`config.mk`:
```
export PLATFORM = sky130hd
export DESIGN_NAME = imm_extend_pipe
export DESIGN_NICKNAME = d
export VERILOG_FILES = /design/src/rtl/imm_ext_pkg.sv /design/src/rtl/imm_ext_core.sv /design/src/rtl/imm_extend_pipe.sv
export SDC_FILE = /design/constraint.sdc
export NUM_CORES = 1
export LEC_CHECK = 0
export ABC_AREA = 0
export CAP_MARGIN = 20
export CORE_MARGIN = 4
export CORE_UTILIZATION = 57
export CTS_CLUSTER_SIZE = 20
export DETAILED_ROUTE_END_ITERATION = 8
export GPL_TIMING_DRIVEN = 0
export PLACE_DENSITY = 0.85
export SLEW_MARGIN = 25
export SYNTH_ARGS = -nofsm -noshare
export SYNTH_HDL_FRONTEND = slang
export SYNTH_SLANG_ARGS = --single-unit
```
`constraint.sdc`:
```
create_clock -name clk -period 5.3 [get_ports clk]
set_input_delay 0.53 -clock clk [delete_from_list [all_inputs] [get_ports clk]]
set_output_delay 0.53 -clock clk [all_outputs]
set_load 0.01 [all_outputs]
```
`src/rtl/imm_ext_pkg.sv`:
```
// Shared definitions for the immediate extender: extension-mode encoding.
package imm_ext_pkg;

    typedef logic [1:0] ext_mode_t;

    localparam ext_mode_t EXT_SIGN   = 2'b00;
    localparam ext_mode_t EXT_ZERO   = 2'b01;
    localparam ext_mode_t EXT_UPPER  = 2'b10;
    localparam ext_mode_t EXT_BRANCH = 2'b11;

endpackage

```
`src/rtl/imm_ext_core.sv`:
```
// Combinational immediate extension: sign, zero, upper (LUI) and branch-offset modes.
module imm_ext_core
    import imm_ext_pkg::*;
#(
    parameter int unsigned IN_W  = 16,
    parameter int unsigned OUT_W = 32
) (
    input  logic [IN_W-1:0]  imm,
    input  ext_mode_t        mode,
    output logic [OUT_W-1:0] data
);

    localparam int unsigned E = OUT_W - IN_W;

    logic [OUT_W-1:0] signExt;

    always_comb begin
        signExt = {{E{imm[IN_W-1]}}, imm};
        data    = signExt;
        unique case (mode)
            EXT_SIGN:   data = signExt;
            EXT_ZERO:   data = {{E{1'b0}}, imm};
            EXT_UPPER:  data = {imm, {E{1'b0}}};
            // Word offset: the two top sign bits fall off, no overflow reporting.
            EXT_BRANCH: data = signExt << 2;
            default:    data = signExt;
        endcase
    end

endmodule

```
`src/rtl/imm_extend_pipe.sv`:
```
// Registered immediate extender with valid/ready handshake and a 2-entry skid buffer.
module imm_extend_pipe
    import imm_ext_pkg::*;
#(
    parameter int unsigned IN_W  = 16,
    parameter int unsigned OUT_W = 32
) (
    input  logic             clk,
    input  logic             rst,
    input  logic             in_valid,
    output logic             in_ready,
    input  logic [IN_W-1:0]  in_imm,
    input  ext_mode_t        in_mode,
    output logic             out_valid,
    input  logic             out_ready,
    output logic [OUT_W-1:0] out_data,
    output logic             out_neg
);

    if (IN_W < 2) begin : gBadInW
        $error("imm_extend_pipe: IN_W must be >= 2");
    end
    if (OUT_W < IN_W + 2) begin : gBadOutW
        $error("imm_extend_pipe: OUT_W must be >= IN_W+2");
    end

    logic [OUT_W-1:0] extData;

    imm_ext_core #(
        .IN_W (IN_W),
        .OUT_W(OUT_W)
    ) uCore (
        .imm (in_imm),
        .mode(in_mode),
        .data(extData)
    );

    logic             orValidQ, orValidD;
    logic             skValidQ, skValidD;
    logic [OUT_W-1:0] orDataQ, orDataD;
    logic [OUT_W-1:0] skDataQ, skDataD;
    logic             inReadyQ;
    logic             inXfer;
    logic             orLoad;

    assign inXfer = in_valid && inReadyQ;
    assign orLoad = !orValidQ || out_ready;

    // inReadyQ mirrors !skValidQ, so SK->OR and an input transfer never coincide.
    always_comb begin
        orValidD = orValidQ;
        orDataD  = orDataQ;
        skValidD = skValidQ;
        skDataD  = skDataQ;
        if (orLoad) begin
            if (skValidQ) begin
                orValidD = 1'b1;
                orDataD  = skDataQ;
                skValidD = 1'b0;
            end else if (inXfer) begin
                orValidD = 1'b1;
                orDataD  = extData;
            end else begin
                orValidD = 1'b0;
            end
        end else if (inXfer) begin
            skValidD = 1'b1;
            skDataD  = extData;
        end
    end

    // Separate ready register keeps in_ready low throughout reset.
    always_ff @(posedge clk or posedge rst) begin
        if (rst) begin
            orValidQ <= 1'b0;
            orDataQ  <= '0;
            skValidQ <= 1'b0;
            skDataQ  <= '0;
            inReadyQ <= 1'b0;
        end else begin
            orValidQ <= orValidD;
            orDataQ  <= orDataD;
            skValidQ <= skValidD;
            skDataQ  <= skDataD;
            inReadyQ <= !skValidD;
        end
    end

    assign in_ready  = inReadyQ;
    assign out_valid = orValidQ;
    assign out_data  = orDataQ;
    assign out_neg   = orDataQ[OUT_W-1];

    skidNeverAlone: assert property (@(posedge clk) disable iff (rst) !(skValidQ && !orValidQ));

    outHeldWhileStalled: assert property (@(posedge clk) disable iff (rst)
        (orValidQ && !out_ready) |=> (orValidQ && $stable(orDataQ)));

endmodule
```
==> results.cfg, run 1 <==
[finish]
antenna_cells = 0
nets = 446
layout_commonest_cell = dfrtp_1
final_cell_mix = dfrtp_1, clkdlybuf4s50_1, o21ai_0
fin_util_pct = 74.7
finalInstanceArea_um2 = 4170
final.fill_count = 423
area_growth_pct = 25.1
drive_above_1_share_pct = 10.5

[floorplan]
dieWidth_um = 84.4
ios = 57
core_area_um2 = 5570
start_util_pct = 59.7
num_rows = 27
dieArea_um2 = 7130
die_y_um = 84.4

[clocking]
cts_made_buffers = 9
clockRootBuffer = clkbuf_8
cts_hold_buffers = 0
tritoncts = done
ctsResizeCount = 0
clockBufferDepth = 2
clock_sinks = 67
post_cts_buffers = 0
h-tree-depth = 3
clk_pin_slew_ns = 0.07
clkLatencyLatePin_ns = 0.34

[sta]
fin_crit_sh_pct = 35.5
fin_crit_ns = 1.88
slew_violations = 0
worstMarginPinSlew_ns = 0.570
hold_viol = 0
whs_ns = 0.485
max_freq_mhz = 531
finClkSkew_ns = 0.00512
setup_tns_ns = 0
setup_viol = 0
max_slew_margin_pct = 62.0
rsz0062_at_grt = no

[yosys]
yosysWarnings = 0
synth_top_area_share_pct = 50.4
synth_area_leaders = dfrtp_1, o21ai_0, a21oi_1
synth-seq-cells = 67
synth_cell_types = 30
synth_edf_count = 0
synth_cells = 357
synthFlopType = dfrtp_1
syn_nets = 379
ys_seq_area_share_pct = 50.4
synth.largest_area_cell = dfrtp_1
async_reset_ff_share_pct = 100
syn_avg_cell_area_um2 = 9.33
mappedNetlistArea_um2 = 3330

[grt]
grt_pass1_wl_mm = 15.0
grt_pass1_vias = 3078
overflow = 0
grt_usage_pct = 26.7
grt_max_degree = 37
antenna_found_initial = 0

[worst_setup_path]
required_ns = 4.77
cp-start-kind = flip-flop
crit_fanout = 3
cp.arrival_ns = 1.35
endpoint_kind = output port
crit_type = reg -> out

[hold_path]
holdCritPathClass = reg -> reg

[placement]
io_buffers = 55
dp_hpwl_mm = 6.49
gp_congestion = 0.893
dpl_cell_area_um2 = 3990

[route]
wl_met3_um = 790
drt_iter0_drc = 248
antenna_left = 0
met2_length_mm = 4.39
dr.pass1.iters = 5
wl_met1_mm = 3.69
vias = 3091
topRoutingLayerUsed = met4
remaining_drc_errors = 0
routedWlPerCell_um = 18.1
via_per_inst = 6.17
wl_mm = 9.09

[power]
vdd_drop_max_mv = 0.252
p_leak_nw = 1.72
cellPowerDensity_nw_per_um2 = 387

[run]
maxCapViolCount = 0

[status]
outcome = complete, no violations
-- critical path: stages (launching register included) --
cell             delay, ns
dfrtp_1               0.38
buf_4                 0.11
clkdlybuf4s50_1       0.52
-- layout make-up --
| cell class | count | area (um2) | area share (%) |
|---|---|---|---|
| clock inverter | 2 | 10.0 | 0.240 |
| buffer | 37 | 208 | 4.99 |
| multi-input combinational | 249 | 1430 | 34.3 |
| clock buffer | 14 | 163 | 3.91 |
| timing repair buffer | 56 | 571 | 13.7 |
| sequential | 67 | 1680 | 40.3 |
| inverter | 4 | 17.5 | 0.421 |
| tap | 72 | 90.1 | 2.16 |
-- per-layer routing --
| metal | GRT usage (%) | vias to the layer above |
|---|---|---|
| met2 | 43.0 | 171 |
| met3 | 4.32 | 21 |
| met4 | 12.1 | 0 |
| met5 | 0 | - |
| li1 | - | 1424 |
| met1 | 35.5 | 1475 |
-- path summary, 6_finish.rpt --
path	slack, ns	cells past startpoint	start	to
worst max-delay path	3.42	2	out_data[31]$_DFFE_PP0P_	out_data[31]
worst min-delay path	0.49	2	skDataQ[7]$_DFFE_PP0P_	skDataQ[7]$_DFFE_PP0P_
worst max register to register	3.70	4	out_valid$_DFFE_PP0P_	out_data[21]$_DFFE_PP0P_
worst min register to register	0.49	2	skDataQ[7]$_DFFE_PP0P_	skDataQ[7]$_DFFE_PP0P_
max in group asynchronous	4.24	3	rst	skDataQ[20]$_DFFE_PP0P_
min in group asynchronous	0.53	2	rst	out_data[31]$_DFFE_PP0P_
-- sequential cells by signal (all words and copies together), names as in the netlist --
register and cells:
out_valid 1, out_data 32, in_ready 1, skDataQ 32
skValidQ 1
-- per-stage QoR --
stage | setup WS, ns | power (mW) | cells
floorplan | 3.09 | 0.984 | 357
global route | 3.28 | 1.70 | 501
global placement | 2.01 | 1.21 | 484
finish | 3.42 | 1.61 | 501
CTS | 3.40 | 1.61 | 501
detailed placement | 3.08 | 1.24 | 485
-- kinds of logic after synthesis --
logic type | Yosys count | share of synthesized area, %
AOI/OAI and AO/OA | 152 | 28.7
xor gates and xnor gates | 1 | 0.489
buffers and inverters | 41 | 6.69
DFF | 67 | 50.4
muxes | 3 | 1.01
and+or+nand+nor | 93 | 12.7
-- power by group --
part | internal (mW) | leakage, nW | switching [mW]
logic | 0.256 | 0.806 | 0.258
registers | 0.646 | 0.825 | 0.0721
clock network | 0.195 | 0.0905 | 0.185
total | 1.10 | 1.72 | 0.515
-- Yosys cell counts, drive strengths merged, types with 2 or more instances --
master  count
nor2b      16
mux2        3
and2        2
o31ai      29
a221oi     16
nand2      21
inv         4
dfrtp      67
nor2       45
buf        20
nand2b      5
a211oi     14
a21oi      43
clkbuf     17
o21ai      49
(Power assumes the default switching activity.)
==> run 2, diff against run 1 <==
--- a/config.mk
+++ b/config.mk
@@ -8,11 +8,11 @@
 export ABC_AREA = 0
 export CAP_MARGIN = 20
 export CORE_MARGIN = 4
-export CORE_UTILIZATION = 57
+export CORE_UTILIZATION = 53
 export CTS_CLUSTER_SIZE = 20
 export DETAILED_ROUTE_END_ITERATION = 8
 export GPL_TIMING_DRIVEN = 0
-export PLACE_DENSITY = 0.85
+export PLACE_DENSITY = 0.8
 export SLEW_MARGIN = 25
 export SYNTH_ARGS = -nofsm -noshare
 export SYNTH_HDL_FRONTEND = slang
==> constraint.sdc (replaced) <==
create_clock -name clk -period 2 [get_ports clk]
set_input_delay 0.2 -clock clk [delete_from_list [all_inputs] [get_ports clk]]
set_output_delay 0.2 -clock clk [all_outputs]
set_load 0.01 [all_outputs]
==> run 2 against run 1 <==
Against the previous run: die area up 6.8%; cell count rose by 0.60%; global-route usage decreased by 1.5 points; combinational power rose to 2.6 times the previous value; clock power grew to 2.7 times the previous value.
==> results.cfg, run 2 (synthesized netlist as in run 1, its figures left out) <==
[route]
wl_mm = 8.95
via_per_inst = 6.03
remaining_drc_errors = 0
vias = 3040
drt_iter0_drc = 263
routedWlPerCell_um = 17.8
antenna_left = 0
dr.pass1.iters = 6

[finish]
final.fill_count = 492
drive_above_1_share_pct = 10.5
area_growth_pct = 25.2
multi_input_comb_area_um2 = 1430
nets = 446
fin_util_pct = 69.2
layout_commonest_cell = dfrtp_1
final_cell_mix = dfrtp_1, clkdlybuf4s50_1, o21ai_0
antenna_cells = 0
area.sequential_um2 = 1680
finalInstanceArea_um2 = 4170

[floorplan]
num_rows = 28
start_util_pct = 55.3
dieArea_um2 = 7610
ios = 57
core_area_um2 = 6030
dieWidth_um = 87.3
die_y_um = 87.3

[sta]
worstMarginPinSlew_ns = 0.564
max_freq_mhz = 629
setup_viol = 0
fin_crit_sh_pct = 79.4
fin_crit_ns = 1.59
slew_violations = 0
rsz0062_at_grt = no
hold_viol = 0
max_slew_margin_pct = 62.4
finClkSkew_ns = 0.00584

[clocking]
ctsResizeCount = 0
clockRootBuffer = clkbuf_8
clkLatencyLatePin_ns = 0.34
clockBufferDepth = 2
clock_sinks = 67
post_cts_buffers = 0
tritoncts = done
clk_pin_slew_ns = 0.07
cts_made_buffers = 9
cts_hold_buffers = 0
h-tree-depth = 3

[power]
cellPowerDensity_nw_per_um2 = 1020
p_leak_nw = 1.72
vdd_drop_max_mv = 0.575

[placement]
dpl_cell_area_um2 = 4000
dp_hpwl_mm = 6.44
gp_congestion = 0.895
io_buffers = 55

[hold_path]
holdCritPathClass = in -> async

[run]
maxCapViolCount = 0

[grt]
met1_usage_pct = 35.0
grt_busiest_layer = met2
grt_max_degree = 40
antenna_found_initial = 0
grt_pass1_wl_mm = 14.7
grt_usage_pct = 25.2
grt_pass1_vias = 2989
grt_util_met3_pct = 5.01
overflow = 0
met2_usage_pct = 38.4

[worst_setup_path]
required_ns = 2.20
cp-start-kind = flip-flop
cp.arrival_ns = 1.79
crit_fanout = 10
endpoint_kind = flip-flop
crit_type = reg -> reg

[status]
outcome = complete, no violations
run 2: stage by stage:
step / cells / setup slack [ns] / total power, mW / setup TNS, ns / hold WS, ns
global route: 504 / 0.263 / 4.52 / 0 / 0.226
CTS: 504 / 0.404 / 4.28 / 0 / 0.203
floorplan: 357 / 0.117 / 2.61 / 0 / 0.351
finish: 504 / 0.411 / 4.27 / 0 / 0.188
detailed placement: 488 / 0.117 / 3.27 / 0 / 0.456
global placement: 487 / -1.02 / 3.23 / -68.14 / 0.454
run 2: layer usage:
metal | wire length (um) | share of wire (%) | vias to the layer above
met2 | 4170 | 47 | 136
met5 | 0 | 0 | -
met1 | 3820 | 43 | 1468
li1 | - | - | 1413
met3 | 731 | 8.2 | 23
met4 | 225 | 2.5 | 0
run 2: where the power goes:
group	switching, mW	internal, mW	leakage [nW]
clock	0.498	0.516	0.0905
combinational	0.673	0.678	0.806
sequential	0.190	1.71	0.825
run 2: final timing paths:
path | slack [ns] | cells after the start | end | start
max | 0.41 | 4 | skDataQ[14]$_DFFE_PP0P_ | in_ready$_DFF_PP0_
max in group asynchronous | 1.28 | 3 | out_data[14]$_DFFE_PP0P_ | rst
min reg2reg | 0.47 | 2 | skDataQ[31]$_DFFE_PP0P_ | skDataQ[31]$_DFFE_PP0P_
min in group clk | 0.31 | 3 | skDataQ[28]$_DFFE_PP0P_ | in_imm[15]
max reg2reg | 0.41 | 4 | skDataQ[14]$_DFFE_PP0P_ | in_ready$_DFF_PP0_
min | 0.19 | 2 | out_data[1]$_DFFE_PP0P_ | rst
run 2: critical path, cell delays in order (launching register included):
cell and delay, ns:
dfrtp_1 0.42, nand4b_1 0.18, buf_2 0.25, clkbuf_1 0.41, o21ai_0 0.18
run 2: cell type report:
class | instances | share of cell area, %
flip-flops and latches | 67 | 40.2
multi-input cells | 249 | 34.3
repair buffers | 56 | 13.7
plain buffers | 37 | 4.98
clock buffers | 14 | 3.90
well taps | 75 | 2.25
inverters | 4 | 0.420
clock inverters | 2 | 0.240
==> run 3, diff against run 2 <==
==> constraint.sdc (replaced) <==
create_clock -name clk -period 1.6 [get_ports clk]
set_input_delay 0.16 -clock clk [delete_from_list [all_inputs] [get_ports clk]]
set_output_delay 0.16 -clock clk [all_outputs]
set_load 0.01 [all_outputs]
==> run 3 against run 2 <==
Against the previous run: wire length up 3.2%; critical path depth up 1; worst setup slack worse by 0.33 ns; worst hold slack better by 0.041 ns; flip-flop and latch count unchanged; critical endpoint is now out_data[24]$_DFFE_PP0P_; highest routed layer unchanged.
==> results.cfg, run 3 (synthesized netlist as in run 1, its figures left out) <==
[status]
outcome = complete, no violations

[clocking]
tritoncts = done
clock_sinks = 67
clockBufferDepth = 2
h-tree-depth = 3
clockRootBuffer = clkbuf_8
clkLatencyLatePin_ns = 0.35
post_cts_buffers = 0
cts_made_buffers = 9
clk_pin_slew_ns = 0.07
cts_hold_buffers = 0

[finish]
multi_input_comb_area_um2 = 1440
area_growth_pct = 26.2
layout_commonest_cell = dfrtp_1
area.sequential_um2 = 1680
drive_above_1_share_pct = 13.0
final-instance-count-excl-fill = 505
final_cell_mix = dfrtp_1, clkdlybuf4s50_1, o21ai_0
final.fill_count = 483
antenna_cells = 0
nets = 447

[placement]
dp_hpwl_mm = 6.70
io_buffers = 55
gp_congestion = 0.874
placedCellCount = 489
place_ws_ns = -0.240

[power]
vdd_drop_max_mv = 0.844
p_leak_nw = 1.75
cellPowerDensity_nw_per_um2 = 1260

[grt]
grt_max_degree = 26
overflow = 0
grt_pass1_vias = 2970
met2_usage_pct = 40.1
antenna_found_initial = 0
grt_usage_pct = 25.9
grt_pass1_wl_mm = 15.1
met1_usage_pct = 35.5
grt_busiest_layer = met2
grt_util_met3_pct = 4.82

[worst_setup_path]
crit_type = in -> reg
r2r_cells = 5
cp.arrival_ns = 1.77
reg2reg_from = out_valid$_DFFE_PP0P_
cp-start-kind = primary input
rr_endpoint = out_data[20]$_DFFE_PP0P_
crit_fanout = 10
required_ns = 1.85
cp-startpoint = in_mode[0]
r2r_slack_ns = 0.08
cp-endpoint = out_data[24]$_DFFE_PP0P_
endpoint_kind = flip-flop

[floorplan]
die_y_um = 87.3
core_area_um2 = 6030
start_util_pct = 55.3
dieArea_um2 = 7610
num_rows = 28
dieWidth_um = 87.3
ios = 57

[route]
antenna_left = 0
vias = 3108
routedWlPerCell_um = 18.3
dr.pass1.iters = 6
drt_iter0_drc = 260
remaining_drc_errors = 0
wl_mm = 9.24
via_per_inst = 6.15

[sta]
worstMarginPinSlew_ns = 0.602
whs_ns = 0.228
fin_crit_ns = 1.52
finClkSkew_ns = 0.00638
max_freq_mhz = 658
setup_tns_ns = 0
setup_viol = 0
setup_slack_ns = 0.0791
hold_viol = 0
max_slew_margin_pct = 59.8
slew_violations = 0
fin_crit_sh_pct = 95.1

[run]
maxCapViolCount = 0

[hold_path]
holdCritPathClass = in -> async
[run 3: power by group]
group          internal, mW  switching (mW)  leakage (nW)
sequential             2.14           0.235         0.825
clock                 0.548           0.654        0.0856
combinational         0.860           0.855         0.836
[run 3: worst min-delay path by stage]
stage                                 start                      end  slack, ns  cells past startpoint
finish                                  rst       in_ready$_DFF_PP0_       0.23                      2
global route                            rst       in_ready$_DFF_PP0_       0.28                      2
CTS                                     rst       skValidQ$_DFF_PP0_       0.24                      2
detailed placement  skDataQ[31]$_DFFE_PP0P_  skDataQ[31]$_DFFE_PP0P_       0.45                      2
global placement    skDataQ[31]$_DFFE_PP0P_  skDataQ[31]$_DFFE_PP0P_       0.45                      2
floorplan                               rst       in_ready$_DFF_PP0_       0.31                      1
[run 3: layer usage]
layer	part of all wire [%]	vias to the layer above	wire length, um
met5	0	-	0
met4	2.6	0	242
met3	7.9	26	727
met2	48	145	4410
met1	42	1517	3850
li1	-	1420	-
[run 3: metrics by stage]
| step | power (mW) | utilization [%] | instance area, um2 |
|---|---|---|---|
| global placement | 4.04 | 66.0 | 3980 |
| floorplan | 3.26 | - | 3330 |
| detailed placement | 4.11 | 66.8 | 4030 |
| global route | 5.60 | 69.7 | 4200 |
| finish | 5.29 | 69.7 | 4200 |
| CTS | 5.31 | 69.5 | 4190 |
[run 3: final cells by class]
type | instances | area share, %
flip-flops and latches | 67 | 39.9
multi-input cells | 249 | 34.2
repair buffers | 57 | 14.2
plain buffers | 37 | 5.15
clock buffers | 10 | 3.04
well taps | 75 | 2.23
clock inverters | 6 | 0.775
inverters | 4 | 0.447
[run 3: critical path, cell delays in order]
cell             delay (ns)
clkdlybuf4s50_1        0.55
xnor2_2                0.33
buf_2                  0.30
a221oi_1               0.13
o31ai_1                0.29
[run 3: what timing repair did]
action | in CTS | in global routing
hold endpoints to repair | 0 | 0
resized for setup | 0 | 15
endpoints found under the setup margin | 0 | 33
